$ cat src/rtl/lfsr_stats.sv
`default_nettype none
// ============================================================================
//  Module      : lfsr_stats
//  Description : Fibonacci LFSR that runs for exactly one full period from a
//                runtime seed, counting zero/one output bits and tracking the
//                longest run of each polarity along the way.
//  Revision    : 1.0 - initial release
// ============================================================================
module lfsr_stats #(
  parameter int               WIDTH = 13,
  parameter logic [WIDTH-1:0] TAPS  = 13'h1C80,
  parameter logic [WIDTH-1:0] SEED  = {{(WIDTH-1){1'b0}}, 1'b1},
  parameter int               RUN_W = $clog2(WIDTH+1)
) (
  input  logic             clk,
  input  logic             reset,
  input  logic             start,
  input  logic             abort,
  input  logic [WIDTH-1:0] seed,
  output logic             lfsr_out,
  output logic             busy,
  output logic             done,
  output logic             seed_zero,
  output logic             max_tick,
  output logic [WIDTH-1:0] count_zero,
  output logic [WIDTH-1:0] count_one,
  output logic [RUN_W-1:0] max_run_zero,
  output logic [RUN_W-1:0] max_run_one
);

  // Period counter value seen on the edge that consumes the last bit of the
  // period (2^WIDTH-1 bits, counter starts at zero).
  localparam logic [WIDTH-1:0] c_last_idx  = {{(WIDTH-1){1'b1}}, 1'b0};
  localparam logic [WIDTH-1:0] c_one_w     = {{(WIDTH-1){1'b0}}, 1'b1};
  localparam logic [WIDTH-1:0] c_zero_w    = '0;
  localparam logic [RUN_W-1:0] c_run_max   = {RUN_W{1'b1}};
  localparam logic [RUN_W-1:0] c_run_one   = {{(RUN_W-1){1'b0}}, 1'b1};

  typedef enum logic [1:0] {
    ST_IDLE = 2'd0,
    ST_RUN  = 2'd1,
    ST_DONE = 2'd2
  } state_e;

  state_e           fsm_q,          fsm_d;
  logic [WIDTH-1:0] lfsr_q,         lfsr_d;
  logic [WIDTH-1:0] period_q,       period_d;
  logic [WIDTH-1:0] count_zero_q,   count_zero_d;
  logic [WIDTH-1:0] count_one_q,    count_one_d;
  logic [RUN_W-1:0] max_run_zero_q, max_run_zero_d;
  logic [RUN_W-1:0] max_run_one_q,  max_run_one_d;
  logic [RUN_W-1:0] cur_run_q,      cur_run_d;
  logic             prev_bit_q,     prev_bit_d;
  logic             seed_zero_q,    seed_zero_d;
  logic             max_tick_q,     max_tick_d;
  logic             busy_q,         busy_d;
  logic             done_q,         done_d;

  logic             w_fb;
  logic             w_bit;
  logic             w_first;
  logic [RUN_W-1:0] w_run_next;
  logic             w_seed_is_zero;

  // Feedback, consumed bit and the run length that the consumed bit produces.
  always_comb begin
    w_fb           = ^(lfsr_q & TAPS);
    w_bit          = lfsr_q[WIDTH-1];
    w_first        = (period_q == c_zero_w);
    w_seed_is_zero = (seed == c_zero_w);
    w_run_next     = c_run_one;
    if (!w_first && (w_bit == prev_bit_q)) begin
      // Saturate rather than wrap so a long run never looks short.
      w_run_next = (cur_run_q == c_run_max) ? cur_run_q : (cur_run_q + c_run_one);
    end
  end

  // Next-state logic for the FSM, LFSR and all statistics.
  always_comb begin
    fsm_d          = fsm_q;
    lfsr_d         = lfsr_q;
    period_d       = period_q;
    count_zero_d   = count_zero_q;
    count_one_d    = count_one_q;
    max_run_zero_d = max_run_zero_q;
    max_run_one_d  = max_run_one_q;
    cur_run_d      = cur_run_q;
    prev_bit_d     = prev_bit_q;
    seed_zero_d    = seed_zero_q;
    max_tick_d     = 1'b0;

    case (fsm_q)
      ST_IDLE, ST_DONE: begin
        if (start) begin
          fsm_d          = ST_RUN;
          // An all-zero seed would lock the LFSR, so substitute 1.
          lfsr_d         = w_seed_is_zero ? c_one_w : seed;
          seed_zero_d    = w_seed_is_zero;
          period_d       = c_zero_w;
          count_zero_d   = c_zero_w;
          count_one_d    = c_zero_w;
          max_run_zero_d = '0;
          max_run_one_d  = '0;
          cur_run_d      = '0;
          prev_bit_d     = 1'b0;
        end
      end

      ST_RUN: begin
        if (abort) begin
          // Abort beats completion: nothing is consumed on this edge.
          fsm_d = ST_IDLE;
        end else begin
          if (w_bit) begin
            count_one_d = count_one_q + c_one_w;
            if (w_run_next > max_run_one_q) begin
              max_run_one_d = w_run_next;
            end
          end else begin
            count_zero_d = count_zero_q + c_one_w;
            if (w_run_next > max_run_zero_q) begin
              max_run_zero_d = w_run_next;
            end
          end
          cur_run_d  = w_run_next;
          prev_bit_d = w_bit;
          lfsr_d     = {lfsr_q[WIDTH-2:0], w_fb};
          period_d   = period_q + c_one_w;
          if (period_q == c_last_idx) begin
            fsm_d      = ST_DONE;
            max_tick_d = 1'b1;
          end
        end
      end

      default: begin
        fsm_d = ST_IDLE;
      end
    endcase

    // Status flags are registered copies of the next FSM state.
    busy_d = (fsm_d == ST_RUN);
    done_d = (fsm_d == ST_DONE);
  end

  // State registers with synchronous reset to the idle, seeded condition.
  always_ff @(posedge clk) begin
    if (reset) begin
      fsm_q          <= ST_IDLE;
      lfsr_q         <= SEED;
      period_q       <= '0;
      count_zero_q   <= '0;
      count_one_q    <= '0;
      max_run_zero_q <= '0;
      max_run_one_q  <= '0;
      cur_run_q      <= '0;
      prev_bit_q     <= 1'b0;
      seed_zero_q    <= 1'b0;
      max_tick_q     <= 1'b0;
      busy_q         <= 1'b0;
      done_q         <= 1'b0;
    end else begin
      fsm_q          <= fsm_d;
      lfsr_q         <= lfsr_d;
      period_q       <= period_d;
      count_zero_q   <= count_zero_d;
      count_one_q    <= count_one_d;
      max_run_zero_q <= max_run_zero_d;
      max_run_one_q  <= max_run_one_d;
      cur_run_q      <= cur_run_d;
      prev_bit_q     <= prev_bit_d;
      seed_zero_q    <= seed_zero_d;
      max_tick_q     <= max_tick_d;
      busy_q         <= busy_d;
      done_q         <= done_d;
    end
  end

  assign lfsr_out     = lfsr_q[WIDTH-1];
  assign busy         = busy_q;
  assign done         = done_q;
  assign seed_zero    = seed_zero_q;
  assign max_tick     = max_tick_q;
  assign count_zero   = count_zero_q;
  assign count_one    = count_one_q;
  assign max_run_zero = max_run_zero_q;
  assign max_run_one  = max_run_one_q;

endmodule
`default_nettype wire

$ cat config.mk
export PLATFORM = sky130hd
export DESIGN_NAME = lfsr_stats
export DESIGN_NICKNAME = d
export VERILOG_FILES = /design/src/rtl/lfsr_stats.sv
export SDC_FILE = /design/constraint.sdc
export NUM_CORES = 1
export LEC_CHECK = 0
export ABC_AREA = 1
export BUFFER_PORTS_ARGS = -buffer_cell sky130_fd_sc_hd__buf_2
export CORE_ASPECT_RATIO = 2
export CORE_MARGIN = 4
export CORE_UTILIZATION = 30
export CTS_CLUSTER_SIZE = 40
export DETAILED_ROUTE_END_ITERATION = 10
export SYNTH_ARGS = -nofsm -noshare
export SYNTH_HDL_FRONTEND = slang
export SYNTH_SLANG_ARGS = --single-unit
export TNS_END_PERCENT = 20
$ cat constraint.sdc
create_clock -name clk -period 2.1 [get_ports clk]
set_clock_uncertainty 0.1 [all_clocks]
set_input_delay 0.42 -clock clk [delete_from_list [all_inputs] [get_ports clk]]
set_output_delay 0.42 -clock clk [all_outputs]
set_load 0.03 [all_outputs]
# [Word-level counts from Yosys, hierarchy flattened]
# Cells that the tools add are included.
[word_totals] ff_bits=71 input_bits=17 elab_cells=82 out_inout_bits=39
[op_classes] addsub=4 n_lt_le_gt_ge=2 muxes=34 eq_ne=13 n_reduce_logical=15 bitwise=1
[op_table] op="two-way mux 13 bit" n=9
[op_table] op="one-hot mux 13 bit (2 select lines)" n=4
[op_table] op="two-way mux 4 bit" n=10
[op_table] op="adder 13 x 1 -> 13 bit (second input constant)" n=3
[op_table] op="zero test 13 bit" n=2
[op_table] op="one-hot mux 4 bit (2 select lines)" n=3
[op_table] op="== test 13 bit (second input constant)" n=1
[op_table] op="XOR reduction 13 bit" n=1
[op_table] op="!= test 2 bit (second input constant)" n=6
[op_table] op="AND reduction 5 bit" n=2
[op_table] op="greater-than comparator 4 bit" n=2
[op_table] op="AND reduction 4 bit" n=2
[op_table] op="two-way mux 2 bit" n=3
[op_table] op="adder 4 x 1 -> 4 bit (second input constant)" n=1
[op_table] op="== test 2 x 1 -> 1 bit (second input constant)" n=2
[op_table] op="== test 2 bit (second input constant)" n=2
[op_table] op="== test 4 bit (second input constant)" n=1
[op_table] op="one-hot mux 2 bit (2 select lines)" n=1
[op_table] op="two-way mux 1 bit" n=3
[op_table] op="AND reduction 3 bit" n=1
[op_table] op="OR reduction 3 bit" n=1
[op_table] op="zero test 2 bit" n=1
[op_table] op="one-hot mux 1 bit (2 select lines)" n=1
[op_table] op="AND reduction 2 bit" n=1
[op_table] op="other kinds (6)" n=6

# [Longest topological paths before layout]
[depth] ltp_word=9 depth_mapped=17 mapped_depth_nobuf=17

# [Worst setup path after synthesis]
# Ideal clock, no wire load.
[synth_timing] kind="register -> register" start="register lfsr_q[12]" end="register max_run_zero_q[2], in the netlist max_run_zero[2]" arrival_ps=1948 setup_time_ps=132 period_less_slack_ps=2180 path_stages_with_launch=11 path_slack_ps=-80 path_buffers=0 cell_sequence="dfxtp_1 xnor2_2 nand2_1 a31oi_1 ha_1 nand3_1 nor2_1 nor2_2 nand2_2 nand3_1 a21oi_1"
[synth_via] elab_chain_cells=7
[synth_lines] element="start: declaration" line="46" source="logic [WIDTH-1:0] lfsr_q, lfsr_d;"
[synth_lines] element="start signal: assignment" line="164" source="lfsr_q <= lfsr_d;"
[synth_lines] element="branches (longest 7 deep; another with greater-than comparator 4 bit)"
[synth_lines] element="end signal: assignment" line="168" source="max_run_zero_q <= max_run_zero_d;"
[synth_lines] element="end: declaration" line="50" source="logic [RUN_W-1:0] max_run_zero_q, max_run_zero_d;"
# Parallel ways; which one is timed is not known. The select of a mux whose other input is x is not followed.
# A chain may end at the register's enable or synchronous reset.

# [Worst setup path after layout]
[layout_timing] start="register period_q[0]" end="register max_run_one_q[0], in the netlist max_run_one[0]"
[layout_via] elab_chain_cells=8
[layout_lines] element="start: declaration" line="47" source="logic [WIDTH-1:0] period_q, period_d;"
[layout_lines] element="start signal: assignment" line="165" source="period_q <= period_d;"
[layout_lines] element="zero test 13 bit (*)" line="69" source="w_first = (period_q == c_zero_w);"
[layout_lines] element="zero test 1 bit (*)" line="72" source="if (!w_first && (w_bit == prev_bit_q)) begin"
[layout_lines] element="logical AND 1 bit (*)" line="72"
[layout_lines] element="two-way mux 4 bit (*)" line="72"
[layout_lines] element="branches (longest 4 deep; another with greater-than comparator 4 bit)"
[layout_lines] element="end signal: assignment" line="169" source="max_run_one_q <= max_run_one_d;"
[layout_lines] element="end: declaration" line="51" source="logic [RUN_W-1:0] max_run_one_q, max_run_one_d;"
# Mark *: on every way between the ends. The select of a mux whose other input is x is not followed.

==> qor.csv <==
stage,metric,value,unit
setup_path,startpoint_type,flop,
pwr,peakVddDrop,0.442,mV
clocking,clockBufferDepth,2,
sta,hold_viol,0,
sta,setup_ws,-0.0915,ns
grt,grt_pass1_wl,16200,um
run,drv_cap,0,
floorplanning,die_area,13700,um2
synth,synthCells,490,
synth,yosys.area.top_type_share,0.400,
clocking,cts_root_buffer,clkbuf_16,
placed_design,placed_cell_area,4170,um2
finish,final_cells,722,
sta,drv_slew,0,
route,ant_nets,0,
floorplanning,rows,56,
placed_design,place_congestion,0.930,
finish,area_growth,31.9,%
route,dr_total_vias,3591,
finish,fin_area,4680,um2
clocking,cts_buffers,9,
synth,syn_nets,519,
synth,yosys-top-cells-area,"dfxtp_1 (40%), nand2_1 (9.2%), a21oi_1 (8.2%)",
route,drt_wl_total,9770,um
synth,synth_warnings,0,
synth,netlist_area,3550,um2
setup_path,cp-end-kind,flop,
finish,seq_area,1430,um2
floorplanning,start_util,0.305,
route,drtIter0Drc,183,
floorplanning,die_w,84.9,um
synth,avgSynthCellArea,7.24,um2
route,drt-vias-per-instance,4.97,
finish,num-nets-final,601,
floorplanning,io_pins,56,
setup_path,arrival,2.32,ns
setup_path,crit_path_top_delay_cell,dfxtp_2,
sta,finalCritPeriodShare,1.04,
finish,drive_gt1_frac,0.276,
clocking,path_clk_slew,0.06,ns
setup_path,path_common_cell,nor2_1,
floorplanning,die_h,162,um
finish,antenna_cells,0,
finish,multiInputGateArea,2010,um2
grt,grt_pass1_vias,3564,
grt,grtUsageTotal,0.147,
pwr,power_leakage,1.92,nW
finish,fillCellCount,1240,
clocking,hold_buffers,0,
clocking,clk_latency,0.33,ns
setup_path,cp_max_fo,8,
sta,tightest_slew,0.500,ns
floorplanning,core_area,11600,um2
setup_path,slowest_delay,0.33,ns
sta,relSlewSlack,0.663,
route,first_pass_iters,4,
sta,period_needed,2.19,ns
setup_path,cp.required,2.22,ns
pwr,power.density,771,nW/um2
clocking,tritoncts,done,
clocking,clock-sinks,71,
synth,synth-seq-cells,71,
route,drc,0,
placed_design,place_inst,703,
run_status,outcome,"finished, violations left",
placed_design,hpwl,7270,um
synth,synth_top_cell_by_area,dfxtp_1,
min_path,min_path_type,in2reg,
route,wl_per_cell,13.5,um
sta,setup_violations,8,
sta,fmax,456,MHz
synth,seq_area_frac_synth,0.400,
setup_path,crit_chain,"inv_2, ha_1, nand2_1, nor2_1, nand2_1, nand2_2, a31oi_4, ha_4, inv_1, nor2_1, nor2_1, nand2_1, nand2_2, nand2_4, a21oi_1, nor2_1",
run_status,violations,setup timing,
grt,grt_max_degree,29,
setup_path,critPathKind,reg2reg,
clocking,cts.htree.levels,3,
placed_design,io_buffers,55,
grt,grt_overflow,0,
synth,ys_types,39,
grt,antenna_found_initial,0,
sta,rsz0062_at_grt,true,
[critical path, delay by kind of cell, from the launching register on]
| kind | cells | cell delay (ns) |
|---|---|---|
| buffers and inverters | 2 | 0.09 |
| and+or+nand+nor | 10 | 0.73 |
| AOI/OAI and AO/OA | 2 | 0.40 |
| DFF | 1 | 0.33 |
| adders and majority gates | 2 | 0.43 |
[flip-flops by register name, indices dropped and copies added, names as in the netlist]
name          count
count_one        13
cur_run_q         4
lfsr_q           13
count_zero       13
prev_bit_q        1
max_tick          1
seed_zero         1
max_run_one       4
done              1
fsm_q             2
max_run_zero      4
period_q         13
busy              1
[worst paths after layout]
check | startpoint | end | slack [ns] | cells past startpoint
worst min register to register | count_zero[12] | count_zero[12] | 0.37 | 2
worst max register to register | period_q[0] | max_run_one[0] | -0.09 | 16
worst max-delay path | period_q[0] | max_run_one[0] | -0.09 | 16
worst min-delay path | reset | count_zero[1] | 0.22 | 2
[power breakdown]
group | internal, mW | switching (mW)
Clock | 1.10 | 0.566
Sequential | 1.40 | 0.0401
Combinational | 0.181 | 0.316
Total | 2.69 | 0.922
[layer usage]
layer / vias to the layer above / track usage / wire length [um]
met5: - / 0 / 0
met4: 0 / 0.0807 / 297
met3: 19 / 0.0340 / 394
met2: 71 / 0.266 / 5380
met1: 1682 / 0.154 / 3700
li1: 1819 / - / -
[per-stage QoR]
stage	utilization	setup WS [ns]	TNS (ns)	power, mW	hold slack (ns)
2_1_floorplan	-	-0.0110	-0.0427	1.76	0.343
4_1_cts	0.397	-0.0575	-0.189	3.62	0.211
6_report	0.403	-0.0915	-0.515	3.61	0.225
3_5_place_dp	0.359	-0.174	-1.19	1.92	0.356
5_1_grt	0.403	-0.320	-2.11	3.76	0.235
3_3_place_gp	0.359	-0.0831	-0.630	1.90	0.347
[what timing repair did]
action | 4_1_cts | 5_1_grt
setup buffers | 1 | 2
pin swaps | 11 | 9
resized for setup | 27 | 13
endpoints found under the setup margin | 8 | 14
[area by class of cell]
type                            count  share of cell area
Multi-Input combinational cell    347               0.429
Inverter                           56              0.0449
Timing Repair Buffer               87               0.113
Sequential cell                    71               0.305
Clock inverter                      3              0.0139
Tap cell                          145              0.0387
Clock buffer                       13              0.0556
[cell usage in the layout (no fill, tap or decap), types with 2 or more instances in the layout]
master / count
inv_2: 7
bufinv_16: 2
nand2_1: 84
nand4_1: 7
nand3b_1: 5
clkbuf_1: 2
xor2_1: 2
buf_4: 31
buf_2: 55
nor3_1: 9
o21bai_1: 4
nand3_1: 20
nor4_1: 2
nand3_2: 8
clkbuf_16: 9
a311oi_1: 2
a211oi_1: 5
a21oi_1: 55
nor2_1: 44
a221oi_1: 4
nand2_4: 4
inv_1: 49
a31oi_1: 4
nor2_4: 5
clkbuf_8: 2
o21ai_1: 3
dfxtp_2: 6
ha_1: 7
ha_4: 3
nor2_2: 8
a22oi_1: 3
nand2_2: 6
o21ai_0: 35
xnor2_1: 2
ha_2: 2
a21oi_2: 2
dfxtp_1: 65
[synthesized netlist by cell type]
cell        n
a2111oi_1   1
a211oi_1    5
a21oi_1    58
a221oi_1    4
a22oi_1     3
a311oi_1    2
a31oi_1     5
buf_2       2
buf_4       2
clkbuf_1   12
dfxtp_1    71
ha_1       12
inv_1      51
inv_2       5
nand2_1    87
nand2_2     5
nand2_4     2
nand3_1    27
nand3_2     1
nand3b_1    5
nand4_1     7
nor2_1     51
nor2_2      3
nor2_4      3
nor3_1     10
nor3b_1     1
nor4_1      2
nor4_4      1
o211ai_1    1
o21ai_0    36
o21ai_1     2
o21ai_2     1
o21bai_1    4
o221ai_1    1
o311ai_0    1
or2_2       1
xnor2_1     2
xnor2_2     1
xor2_1      2
[cell families after synthesis]
logic type                 count (synthesis)  synth area share
AOI/OAI and AO/OA                        124             0.197
xor gates and xnor gates                   5            0.0145
adders and majority gates                 12            0.0423
buffers and inverters                     72            0.0790
DFF                                       71             0.400
and+or+nand+nor                          206             0.267
(Power assumes the default switching activity.)
